`config.mk`:
```
export PLATFORM = sky130hd
export DESIGN_NAME = keypad_scanner
export DESIGN_NICKNAME = d
export VERILOG_FILES = /design/src/rtl/keypad_scanner.sv
export SDC_FILE = /design/constraint.sdc
export NUM_CORES = 1
export LEC_CHECK = 0
export ABC_AREA = 0
export BUFFER_PORTS_ARGS = -buffer_cell sky130_fd_sc_hd__buf_2
export CORE_ASPECT_RATIO = 1.4
export CORE_UTILIZATION = 55
export CTS_BUF_LIST = sky130_fd_sc_hd__clkbuf_8
export DETAILED_ROUTE_END_ITERATION = 12
export PLACE_DENSITY = 0.76
export RECOVER_POWER = 25
export SLEW_MARGIN = 20
export SYNTH_ARGS = -nofsm -noshare
export SYNTH_HDL_FRONTEND = slang
export SYNTH_SLANG_ARGS = --single-unit
```
`constraint.sdc`:
```
create_clock -name clock -period 7.25 [get_ports clock]
set_clock_uncertainty 0.2 [all_clocks]
set_input_delay 1.45 -clock clock [delete_from_list [all_inputs] [get_ports clock]]
set_output_delay 1.45 -clock clock [all_outputs]
set_load 0.02 [all_outputs]
```
`src/rtl/keypad_scanner.sv`:
```
// keypad_scanner: column-scanned, debounced matrix keypad encoder.
// One debounced press -> one key index over a valid/ready handshake.
module keypad_scanner #(
  parameter  int ROWS     = 4,
  parameter  int COLS     = 3,
  parameter  int SETTLE   = 2,
  parameter  int DEBOUNCE = 4,
  localparam int KW       = $clog2(ROWS*COLS)
) (
  input  logic            clock,
  input  logic            reset_n,
  input  logic [ROWS-1:0] rows,
  output logic [COLS-1:0] col_drive,
  output logic            key_valid,
  input  logic            key_ready,
  output logic [KW-1:0]   key_code,
  output logic            key_down,
  output logic            overflow,
  input  logic            clr_overflow
);

  localparam int RW = (ROWS > 1) ? $clog2(ROWS) : 1;
  localparam int CW = (COLS > 1) ? $clog2(COLS) : 1;
  localparam int SW = $clog2(SETTLE + 1);
  localparam int DW = $clog2(DEBOUNCE + 1);

  typedef enum logic [1:0] {
    SCAN,
    DEB,
    HELD
  } state_t;

  state_t          r_state;
  state_t          w_state_nxt;
  logic [ROWS-1:0] r_meta;
  logic [ROWS-1:0] r_rs;
  logic [CW-1:0]   r_col;
  logic [CW-1:0]   w_col_nxt;
  logic [CW-1:0]   w_col_inc;
  logic [SW-1:0]   r_settle;
  logic [SW-1:0]   w_settle_nxt;
  logic [DW-1:0]   r_cnt;
  logic [DW-1:0]   w_cnt_nxt;
  logic [RW-1:0]   r_row;
  logic [RW-1:0]   w_row_nxt;
  logic [RW-1:0]   w_hit_row;
  logic [ROWS-1:0] r_row_oh;
  logic [ROWS-1:0] w_row_oh_nxt;
  logic            w_hit;
  logic            w_emit;
  logic            w_drop;
  logic            w_down_nxt;
  logic [KW-1:0]   w_code;
  logic [COLS-1:0] r_col_drive;
  logic            r_valid;
  logic [KW-1:0]   r_code;
  logic            r_down;
  logic            r_ovf;

  assign w_hit     = ($countones(r_rs) == 1);
  assign w_col_inc = (r_col == CW'(COLS-1)) ? '0 : r_col + 1'b1;
  assign w_code    = KW'(r_row) * KW'(COLS) + KW'(r_col);
  assign w_drop    = w_emit & r_valid & ~key_ready;

  // Index of the set row bit (meaningful only on a single hit).
  always_comb begin
    w_hit_row = '0;
    for (int i = 0; i < ROWS; i++) begin
      if (r_rs[i]) w_hit_row = RW'(i);
    end
  end

  // Scan / debounce / hold next-state logic.
  always_comb begin
    w_state_nxt  = r_state;
    w_col_nxt    = r_col;
    w_settle_nxt = r_settle;
    w_cnt_nxt    = r_cnt;
    w_row_nxt    = r_row;
    w_row_oh_nxt = r_row_oh;
    w_down_nxt   = r_down;
    w_emit       = 1'b0;
    unique case (r_state)
      SCAN: begin
        if (r_settle == SW'(SETTLE-1)) begin
          w_settle_nxt = '0;
          if (w_hit) begin
            w_state_nxt  = DEB;
            w_row_nxt    = w_hit_row;
            w_row_oh_nxt = r_rs;
            w_cnt_nxt    = '0;
          end else begin
            w_col_nxt = w_col_inc;
          end
        end else begin
          w_settle_nxt = r_settle + 1'b1;
        end
      end
      DEB: begin
        if (r_rs != r_row_oh) begin
          w_state_nxt  = SCAN;
          w_col_nxt    = w_col_inc;
          w_settle_nxt = '0;
        end else if (r_cnt == DW'(DEBOUNCE-1)) begin
          w_state_nxt = HELD;
          w_emit      = 1'b1;
          w_down_nxt  = 1'b1;
          w_cnt_nxt   = '0;
        end else begin
          w_cnt_nxt = r_cnt + 1'b1;
        end
      end
      HELD: begin
        if (r_rs != '0) begin
          w_cnt_nxt = '0;
        end else if (r_cnt == DW'(DEBOUNCE-1)) begin
          w_state_nxt  = SCAN;
          w_down_nxt   = 1'b0;
          w_col_nxt    = w_col_inc;
          w_settle_nxt = '0;
          w_cnt_nxt    = '0;
        end else begin
          w_cnt_nxt = r_cnt + 1'b1;
        end
      end
      default: w_state_nxt = SCAN;
    endcase
  end

  // State, synchroniser and column drive registers.
  always_ff @(posedge clock or negedge reset_n) begin
    if (!reset_n) begin
      r_state     <= SCAN;
      r_meta      <= '0;
      r_rs        <= '0;
      r_col       <= '0;
      r_settle    <= '0;
      r_cnt       <= '0;
      r_row       <= '0;
      r_row_oh    <= '0;
      r_down      <= 1'b0;
      r_col_drive <= COLS'(1);
    end else begin
      r_state     <= w_state_nxt;
      r_meta      <= rows;
      r_rs        <= r_meta;
      r_col       <= w_col_nxt;
      r_settle    <= w_settle_nxt;
      r_cnt       <= w_cnt_nxt;
      r_row       <= w_row_nxt;
      r_row_oh    <= w_row_oh_nxt;
      r_down      <= w_down_nxt;
      r_col_drive <= COLS'(1) << w_col_nxt;
    end
  end

  // Output handshake: refill on emit, drop into overflow when stalled.
  always_ff @(posedge clock or negedge reset_n) begin
    if (!reset_n) begin
      r_valid <= 1'b0;
      r_code  <= '0;
      r_ovf   <= 1'b0;
    end else begin
      if (w_emit && !w_drop) begin
        r_code  <= w_code;
        r_valid <= 1'b1;
      end else if (r_valid && key_ready) begin
        r_valid <= 1'b0;
      end
      if (w_drop) begin
        r_ovf <= 1'b1;
      end else if (clr_overflow) begin
        r_ovf <= 1'b0;
      end
    end
  end

  assign col_drive = r_col_drive;
  assign key_valid = r_valid;
  assign key_code  = r_code;
  assign key_down  = r_down;
  assign overflow  = r_ovf;

endmodule
```
==> results of run 1 <==
## report_power, final
part           switching [mW]  total, mW  internal (mW)
logic                   0.122      0.221         0.0990
clock network          0.0630      0.129         0.0660
registers              0.0315      0.260          0.229
total                   0.217      0.611          0.394
## flip-flops by register name (all words and copies together) (netlist names), 3 cells and up
signal     cells
r_rs           4
r_cnt          3
r_row_oh       4
col_drive      3
key_code       4
r_meta         4
## layer usage
metal  vias up  track usage, %  share of wire (%)
met4         0            11.1                2.6
met3         7            5.19                4.4
met5         -               0                  0
met2        27            34.2                 54
li1        511               -                  -
met1       507            20.9                 39
## synth_stat cells (2+ instances only)
cell type	n
o21ai_0	6
a21oi_1	5
nand2_1	9
nor2b_1	2
nand2b_1	6
mux2_2	9
dfrtp_1	32
fa_1	3
o21a_1	2
nor2_1	11
inv_1	13
nand3_1	3
mux2_1	2
xor2_1	4
ha_1	10
## final cells by class
class	instances	area (um^2)	area share, %
Sequential cell	33	827	45.8
Clock inverter	3	17.5	0.970
Timing Repair Buffer	17	83.8	4.64
Multi-Input combinational cell	90	714	39.6
Tap cell	36	45.0	2.49
Inverter	13	48.8	2.70
Clock buffer	5	68.8	3.81
## worst register-to-register path: stages (launching register included)
cell and delay [ns]:
dfrtp_1 0.37, inv_1 0.08, fa_1 0.53, inv_1 0.05, ha_1 0.19, ha_1 0.27
or3b_1 0.44, nor2_1 0.45, mux2_2 0.40
## through the flow
stage / instance area, um^2 / instances
finish: 1810 / 197
global placement: 1720 / 189
global route: 1810 / 197
CTS: 1810 / 197
floorplan: 1600 / 138
detailed placement: 1720 / 189
## cells by family (layout without fill, tap and decap cells)
logic type | count (synthesis) | count (layout)
AOI/OAI and AO/OA | 24 | 24
xor gates and xnor gates | 4 | 4
adders and majority gates | 13 | 13
buffers and inverters | 15 | 38
DFF | 33 | 33
muxes | 11 | 11
and+or+nand+nor | 38 | 38
## path summary, 6_finish.rpt
check | start | to | slack (ns) | cells past startpoint
max | r_rs[0] | r_row_oh[0] | 4.16 | 8
max reg2reg | r_rs[0] | r_row_oh[0] | 4.16 | 8
min reg2reg | r_meta[1] | r_rs[1] | 0.15 | 0
min in group asynchronous | reset_n | key_code[0] | 1.39 | 1
min | r_meta[1] | r_rs[1] | 0.15 | 0
max in group asynchronous | reset_n | r_rs[1] | 4.49 | 1
==> results.json, run 1 <==
{
  "synth_compound_area_share_pct": 10.2,
  "root_buffer": "clkbuf_8",
  "ys_seq_area_share_pct": 51.7,
  "syn-num-nets": 159,
  "async_flop_share_pct": 100,
  "ys_seq_elements": 33,
  "place.gp.congestion": 0.755,
  "final_util_pct": 66.9,
  "period_minus_slack_ns": 3.09,
  "cp.arrival_ns": 3.05,
  "power_density_nw_per_um2": 338,
  "fmax_mhz": 324,
  "ys_types": 36,
  "drv_cap": 1,
  "syn_area_per_cell_um2": 11.6,
  "cts_num_sinks": 33,
  "drt_iter0_drc": 31,
  "synthTopCellsByArea": "dfrtp_1 50%, ha_1 7.8%, mux2_2 6.3%, fa_1 3.8%, inv_1 3.1%",
  "dr.pass1.iters": 4,
  "area_growth_pct": 12.9,
  "cts_hold_buffers": 0,
  "postRouteAntennaNets": 0,
  "wl_um": 2480,
  "fp.dieW_um": 47.6,
  "postCtsSetupBuffers": 0,
  "finalSetupTns_ns": 0,
  "io_pins": 18,
  "cts_inserted_buffers": 5,
  "fin_nets": 181,
  "htree_num_levels": 2,
  "dp_slack_ns": 4.15,
  "port_buffers": 17,
  "grt_pass1_wl_um": 4300,
  "crit_path_end_kind": "register",
  "cts_tree": "yes",
  "rsz0062_at_grt": "false",
  "ir_worst_vdd_v": 0.000212,
  "status": "finished with violations",
  "drc": 0,
  "ys.flop_type": "dfrtp_1",
  "drive_above_1_share_pct": 23.0,
  "die_y_um": 65.8,
  "synth_fa_ha_area_share_pct": 11.6,
  "start_kind": "register",
  "critical_path_class": "reg2reg",
  "tightest_slew_ns": 1.67,
  "antenna_found_initial": 0,
  "hold_violations": 0,
  "cts_resized": 0,
  "dp_hpwl_um": 1890,
  "cpPeakStageDelay_ns": 0.53,
  "synthXorXnorAreaFrac_pct": 2.19,
  "yosys_warnings": 0,
  "start_util_pct": 59.3,
  "setup_viol": 0,
  "synth_top_area_share_pct": 50.1,
  "die-area_um2": 3130,
  "crit_slowest_cell": "fa_1",
  "first_global_vias": 1047,
  "slew-limit-headroom_pct": -11.4,
  "row_count": 22,
  "routedWlPerCell_um": 12.6,
  "timing.final.ws_setup_ns": 4.16,
  "crit_required_ns": 7.21,
  "synthCells": 138,
  "synth_top_family_by_area": "simple AND/OR/NAND/NOR gates",
  "cp_num_buf_inv": 2,
  "holdWs_ns": 0.148,
  "layout_common_cells": "32 x dfrtp_1, 16 x buf_2, 13 x inv_1",
  "yosys.area_share.simple_pct": 13.0,
  "clkLatencyLatePin_ns": 0.28,
  "fill_cells": 219,
  "timing.final.crit_share_pct": 42.6,
  "p_leak_nw": 0.886,
  "clkSlewWorstSetupHoldPaths_ns": 0.06,
  "path_max_fanout": 7,
  "grt_max_degree": 34,
  "synth-edff-count": 0,
  "min_path_type": "reg2reg",
  "netlist_area_um2": 1600,
  "grt_usage_pct": 20.0,
  "path_cells": "inv_1 -> fa_1 -> inv_1 -> ha_1 -> ha_1 -> or3b_1 -> nor2_1 -> mux2_2",
  "synth_top_cell_by_area": "dfrtp_1",
  "synthMuxAreaShare_pct": 7.75,
  "failed_checks": "max-capacitance violations, max-slew violations",
  "final_common_cell": "dfrtp_1",
  "viasPerCell": 5.34,
  "power_mw": 0.611,
  "routed-via-count": 1052,
  "diodes": 0,
  "clockBufferDepth": 2,
  "drv_slew": 34,
  "path_delay_family": "adder cells",
  "overflow": 0,
  "core_um2": 2700
}
(Power assumes the default switching activity.)
==> inputs of run 2 (changes only) <==
Settings changed: CORE_UTILIZATION 55 to 54, PLACE_DENSITY 0.76 to 0.77.
Clock period 7.25 ns to 2.8 ns, I/O delays scaled along.
==> results.json, run 2 (synthesis results as in run 1) <==
{
  "crit_slowest_cell": "fa_1",
  "p_leak_nw": 0.970,
  "cpPeakStageDelay_ns": 0.55,
  "area_growth_pct": 25.9,
  "dp_hpwl_um": 2160,
  "cts_inserted_buffers": 5,
  "fill_cells": 203,
  "start_kind": "register",
  "io_pins": 18,
  "rsz0062_at_grt": "true",
  "tightest_slew_ns": 1.75,
  "hold_violations": 0,
  "power_mw": 1.84,
  "period_minus_slack_ns": 2.81,
  "path_delay_family": "adder cells",
  "clkLatencyLatePin_ns": 0.29,
  "multi_input_area_um2": 838,
  "cts_tree": "yes",
  "seqCellArea_um2": 827,
  "min_path_type": "reg2reg",
  "routed-via-count": 1141,
  "grt_pass1_wl_um": 5180,
  "start_util_pct": 56.1,
  "die_y_um": 66.4,
  "drv_cap": 1,
  "fp.dieW_um": 48.0,
  "place.gp.congestion": 0.770,
  "row_count": 23,
  "setup_viol": 2,
  "grt_max_degree": 34,
  "fin_area_um2": 2010,
  "viasPerCell": 5.46,
  "routedWlPerCell_um": 15.3,
  "path_cells": "inv_2 -> fa_1 -> inv_2 -> ha_4 -> ha_4 -> or3b_4 -> a32oi_4 -> o32ai_4 -> nand2b_1 -> o31ai_4",
  "critical_path_class": "reg2reg",
  "crit_required_ns": 2.77,
  "fin_nets": 192,
  "timing.final.crit_share_pct": 100,
  "wl_um": 3200,
  "first_global_vias": 1201,
  "slew-limit-headroom_pct": -16.7,
  "drc": 0,
  "overflow": 0,
  "root_buffer": "clkbuf_8",
  "clkSlewWorstSetupHoldPaths_ns": 0.07,
  "timing.final.ws_setup_ns": -0.0116,
  "fmax_mhz": 356,
  "cts_num_sinks": 33,
  "postRouteAntennaNets": 0,
  "die-area_um2": 3190,
  "path_max_fanout": 5,
  "port_buffers": 17,
  "cp.arrival_ns": 2.78,
  "dr.pass1.iters": 4,
  "htree_num_levels": 2,
  "crit_path_end_kind": "register",
  "diodes": 0,
  "grt_usage_pct": 24.2,
  "drive_above_1_share_pct": 36.0,
  "drv_slew": 34,
  "failed_checks": "max-capacitance violations, max-slew violations, negative setup slack",
  "final_common_cell": "dfrtp_1",
  "status": "finished with violations",
  "layout_common_cells": "32 x dfrtp_1, 16 x buf_2, 11 x inv_1",
  "holdWs_ns": 0.148,
  "drt_iter0_drc": 21,
  "cp_num_buf_inv": 2,
  "placed_cell_area_um2": 1800,
  "power_density_nw_per_um2": 916,
  "antenna_found_initial": 0,
  "ir_worst_vdd_v": 0.000565,
  "core_um2": 2850,
  "clockBufferDepth": 2
}
-- run 2: report_power, final --
group          internal [mW]  switching, mW
clock                  0.168          0.174
sequential             0.592         0.0978
combinational          0.386          0.425
total                   1.15          0.697
-- run 2: layout make-up --
type	count	area share [%]
clock buffer	5	3.42
clock inverter	3	0.684
inverter	13	2.42
multi-input combinational	90	41.6
sequential	33	41.1
tap	37	2.30
timing repair buffer	28	8.45
-- run 2: repair_timing --
action,in CTS,in global routing
resized for setup,13,9
hold buffers,0,0
endpoints found under the setup margin,12,12
setup buffers,1,1
endpoints found under the hold margin,0,0
pin swaps,6,8
-- run 2: path summary, 6_finish.rpt --
path	end	depth (start not counted)	slack, ns	from
min reg2reg	r_rs[1]	0	0.15	r_meta[1]
max reg2reg	col_drive[1]	10	-0.01	r_rs[0]
max	col_drive[1]	10	-0.01	r_rs[0]
min in group asynchronous	col_drive[1]	1	0.53	reset_n
max in group asynchronous	r_row_oh[1]	1	0.86	reset_n
min	r_rs[1]	0	0.15	r_meta[1]
-- run 2: per-layer routing --
metal	GRT usage [%]	up-vias	wire length, um
met3	8.20	12	148
met5	0	-	0
met2	41.0	31	1810
li1	-	536	-
met4	14.9	0	107
met1	23.5	562	1140
-- run 2: through the flow --
step                setup WS [ns]  TNS [ns]  cells  util [%]
global placement         -0.00317  -0.00317    199      63.0
floorplan                 0.00711         0    138         -
global route               -0.118    -0.484    209      70.7
finish                    -0.0116   -0.0199    209      70.7
CTS                       -0.0195   -0.0195    208      68.5
detailed placement         -0.159    -0.524    199      63.0
==> inputs of run 3 (changes only) <==
Settings changed: PLACE_DENSITY 0.77 to 0.83.
==> results.json, run 3 (synthesis results as in run 1) <==
{
  "timing.final.crit_share_pct": 101,
  "cp.arrival_ns": 2.80,
  "crit_path_end_kind": "register",
  "period_minus_slack_ns": 2.81,
  "critical_path_class": "reg2reg",
  "drv_slew": 34,
  "dp_hpwl_um": 2230,
  "overflow": 0,
  "share_seq_of_total_power_pct": 37.3,
  "fin_area_um2": 2020,
  "port_buffers": 17,
  "root_buffer": "clkbuf_8",
  "io_pins": 18,
  "power_density_nw_per_um2": 917,
  "drive_above_1_share_pct": 36.4,
  "start_util_pct": 56.1,
  "p_sw_share_pct": 37.8,
  "ir_worst_vdd_v": 0.000630,
  "die-area_um2": 3190,
  "p_leak_nw": 0.978,
  "postRouteAntennaNets": 0,
  "htree_num_levels": 2,
  "place.gp.congestion": 0.769,
  "die_y_um": 66.4,
  "placed_cell_area_um2": 1790,
  "setup_viol": 3,
  "cpPeakStageDelay_ns": 0.56,
  "failed_checks": "max-capacitance violations, max-slew violations, negative setup slack",
  "clockBufferDepth": 2,
  "drt_iter0_drc": 33,
  "final_common_cell": "dfrtp_1",
  "grt_pass1_wl_um": 5270,
  "fp.dieW_um": 48.0,
  "core_um2": 2850,
  "first_global_vias": 1267,
  "clock_power_share_pct": 19.2,
  "drc": 0,
  "crit_required_ns": 2.78,
  "timing.final.ws_setup_ns": -0.0145,
  "comb_power_share_pct": 43.5,
  "fin_cells": 210,
  "cts_inserted_buffers": 5,
  "cts_tree": "yes",
  "tightest_slew_ns": 1.68,
  "diodes": 0,
  "min_path_type": "reg2reg",
  "grt_max_degree": 34,
  "clkLatencyLatePin_ns": 0.29,
  "area_growth_pct": 26.6,
  "status": "finished with violations",
  "fin_nets": 193,
  "antenna_found_initial": 0,
  "viasPerCell": 5.71,
  "hold_violations": 0,
  "cts_num_sinks": 33,
  "start_kind": "register",
  "fmax_mhz": 355,
  "slew-limit-headroom_pct": -12.1,
  "path_cells": "inv_2 -> fa_1 -> inv_2 -> ha_4 -> ha_4 -> or3b_4 -> a32oi_4 -> o32ai_4 -> o31ai_2",
  "routedWlPerCell_um": 16.3,
  "dp.cells": 198,
  "cts_hold_buffers": 0,
  "clkSlewWorstSetupHoldPaths_ns": 0.06,
  "routed-via-count": 1199,
  "layout_common_cells": "32 x dfrtp_1, 16 x buf_2, 12 x inv_1, 12 x buf_4, 10 x nor2_1",
  "dr.pass1.iters": 4,
  "p_sw_mw": 0.702,
  "path_delay_family": "adder cells",
  "wl_um": 3430,
  "row_count": 23,
  "internal-power_mw": 1.15,
  "grt_usage_pct": 25.0,
  "rsz0062_at_grt": "true",
  "path_max_fanout": 5,
  "cp_num_buf_inv": 2,
  "crit_slowest_cell": "fa_1",
  "drv_cap": 1
}
-- run 3: cell count changes in the layout (fill, tap and decap cells not counted), sizes merged --
cell,previous run,this run
inv,14,15
clkinv,2,0
clkbuf,6,7
buf,27,28
-- run 3: repair_timing --
| action | 4_1_cts | 5_1_grt |
|---|---|---|
| pin swaps | 6 | 7 |
| resized for setup | 13 | 10 |
| buffers inserted | 2 | 2 |
| gates cloned | 0 | 0 |
| setup endpoints to repair | 12 | 7 |
-- run 3: layout make-up --
type / instances / area [um^2]
Sequential cell: 33 / 827
Timing Repair Buffer: 29 / 174
Fill cell: 192 / 825
Tap cell: 37 / 46.3
Clock inverter: 2 / 7.51
Clock buffer: 6 / 82.6
Inverter: 13 / 48.8
Multi-Input combinational cell: 90 / 838
-- run 3: metal layers --
metal	routed length, um	GRT usage (%)
met5	0	0
met1	1150	22.9
met2	2000	43.8
met4	120	14.6
met3	156	9.02
-- run 3: power groups by stage --
stage               logic, mW  registers (mW)  clock network, mW
global placement        0.589           0.677                  0
detailed placement      0.640           0.690                  0
global route            0.885           0.706              0.384
finish                  0.807           0.693              0.357
floorplan               0.442           0.693                  0
CTS                     0.714           0.686              0.367
-- run 3: per-stage QoR --
| stage | worst slack (ns) | setup TNS [ns] | power (mW) | util (%) | hold WS, ns |
|---|---|---|---|---|---|
| floorplan | 0.00711 | 0 | 1.13 | - | 0.0644 |
| global placement | -0.00675 | -0.0347 | 1.27 | 62.8 | 0.132 |
| detailed placement | -0.297 | -1.61 | 1.33 | 62.8 | 0.138 |
| CTS | -0.0154 | -0.0154 | 1.77 | 68.6 | 0.145 |
| global route | -0.0927 | -0.534 | 1.97 | 71.1 | 0.154 |
| finish | -0.0145 | -0.0342 | 1.86 | 71.1 | 0.148 |
-- run 3: worst paths after layout --
path / start / endpoint / slack [ns] / cells after the start
setup / recovery: r_rs[0] / col_drive[1] / -0.01 / 9
hold / removal: r_meta[1] / r_rs[1] / 0.15 / 0
setup reg to reg: r_rs[0] / col_drive[1] / -0.01 / 9
hold reg to reg: r_meta[1] / r_rs[1] / 0.15 / 0
max in group asynchronous: reset_n / r_rs[1] / 0.92 / 1
min in group asynchronous: reset_n / col_drive[1] / 0.51 / 1
-- run 3: worst reg2reg max path, cell delays in order (launching register included) --
cell and delay, ns:
dfrtp_1 0.37, inv_2 0.06, fa_1 0.56, inv_2 0.05
ha_4 0.15, ha_4 0.20, or3b_4 0.46, a32oi_4 0.24
o32ai_4 0.14, o31ai_2 0.29
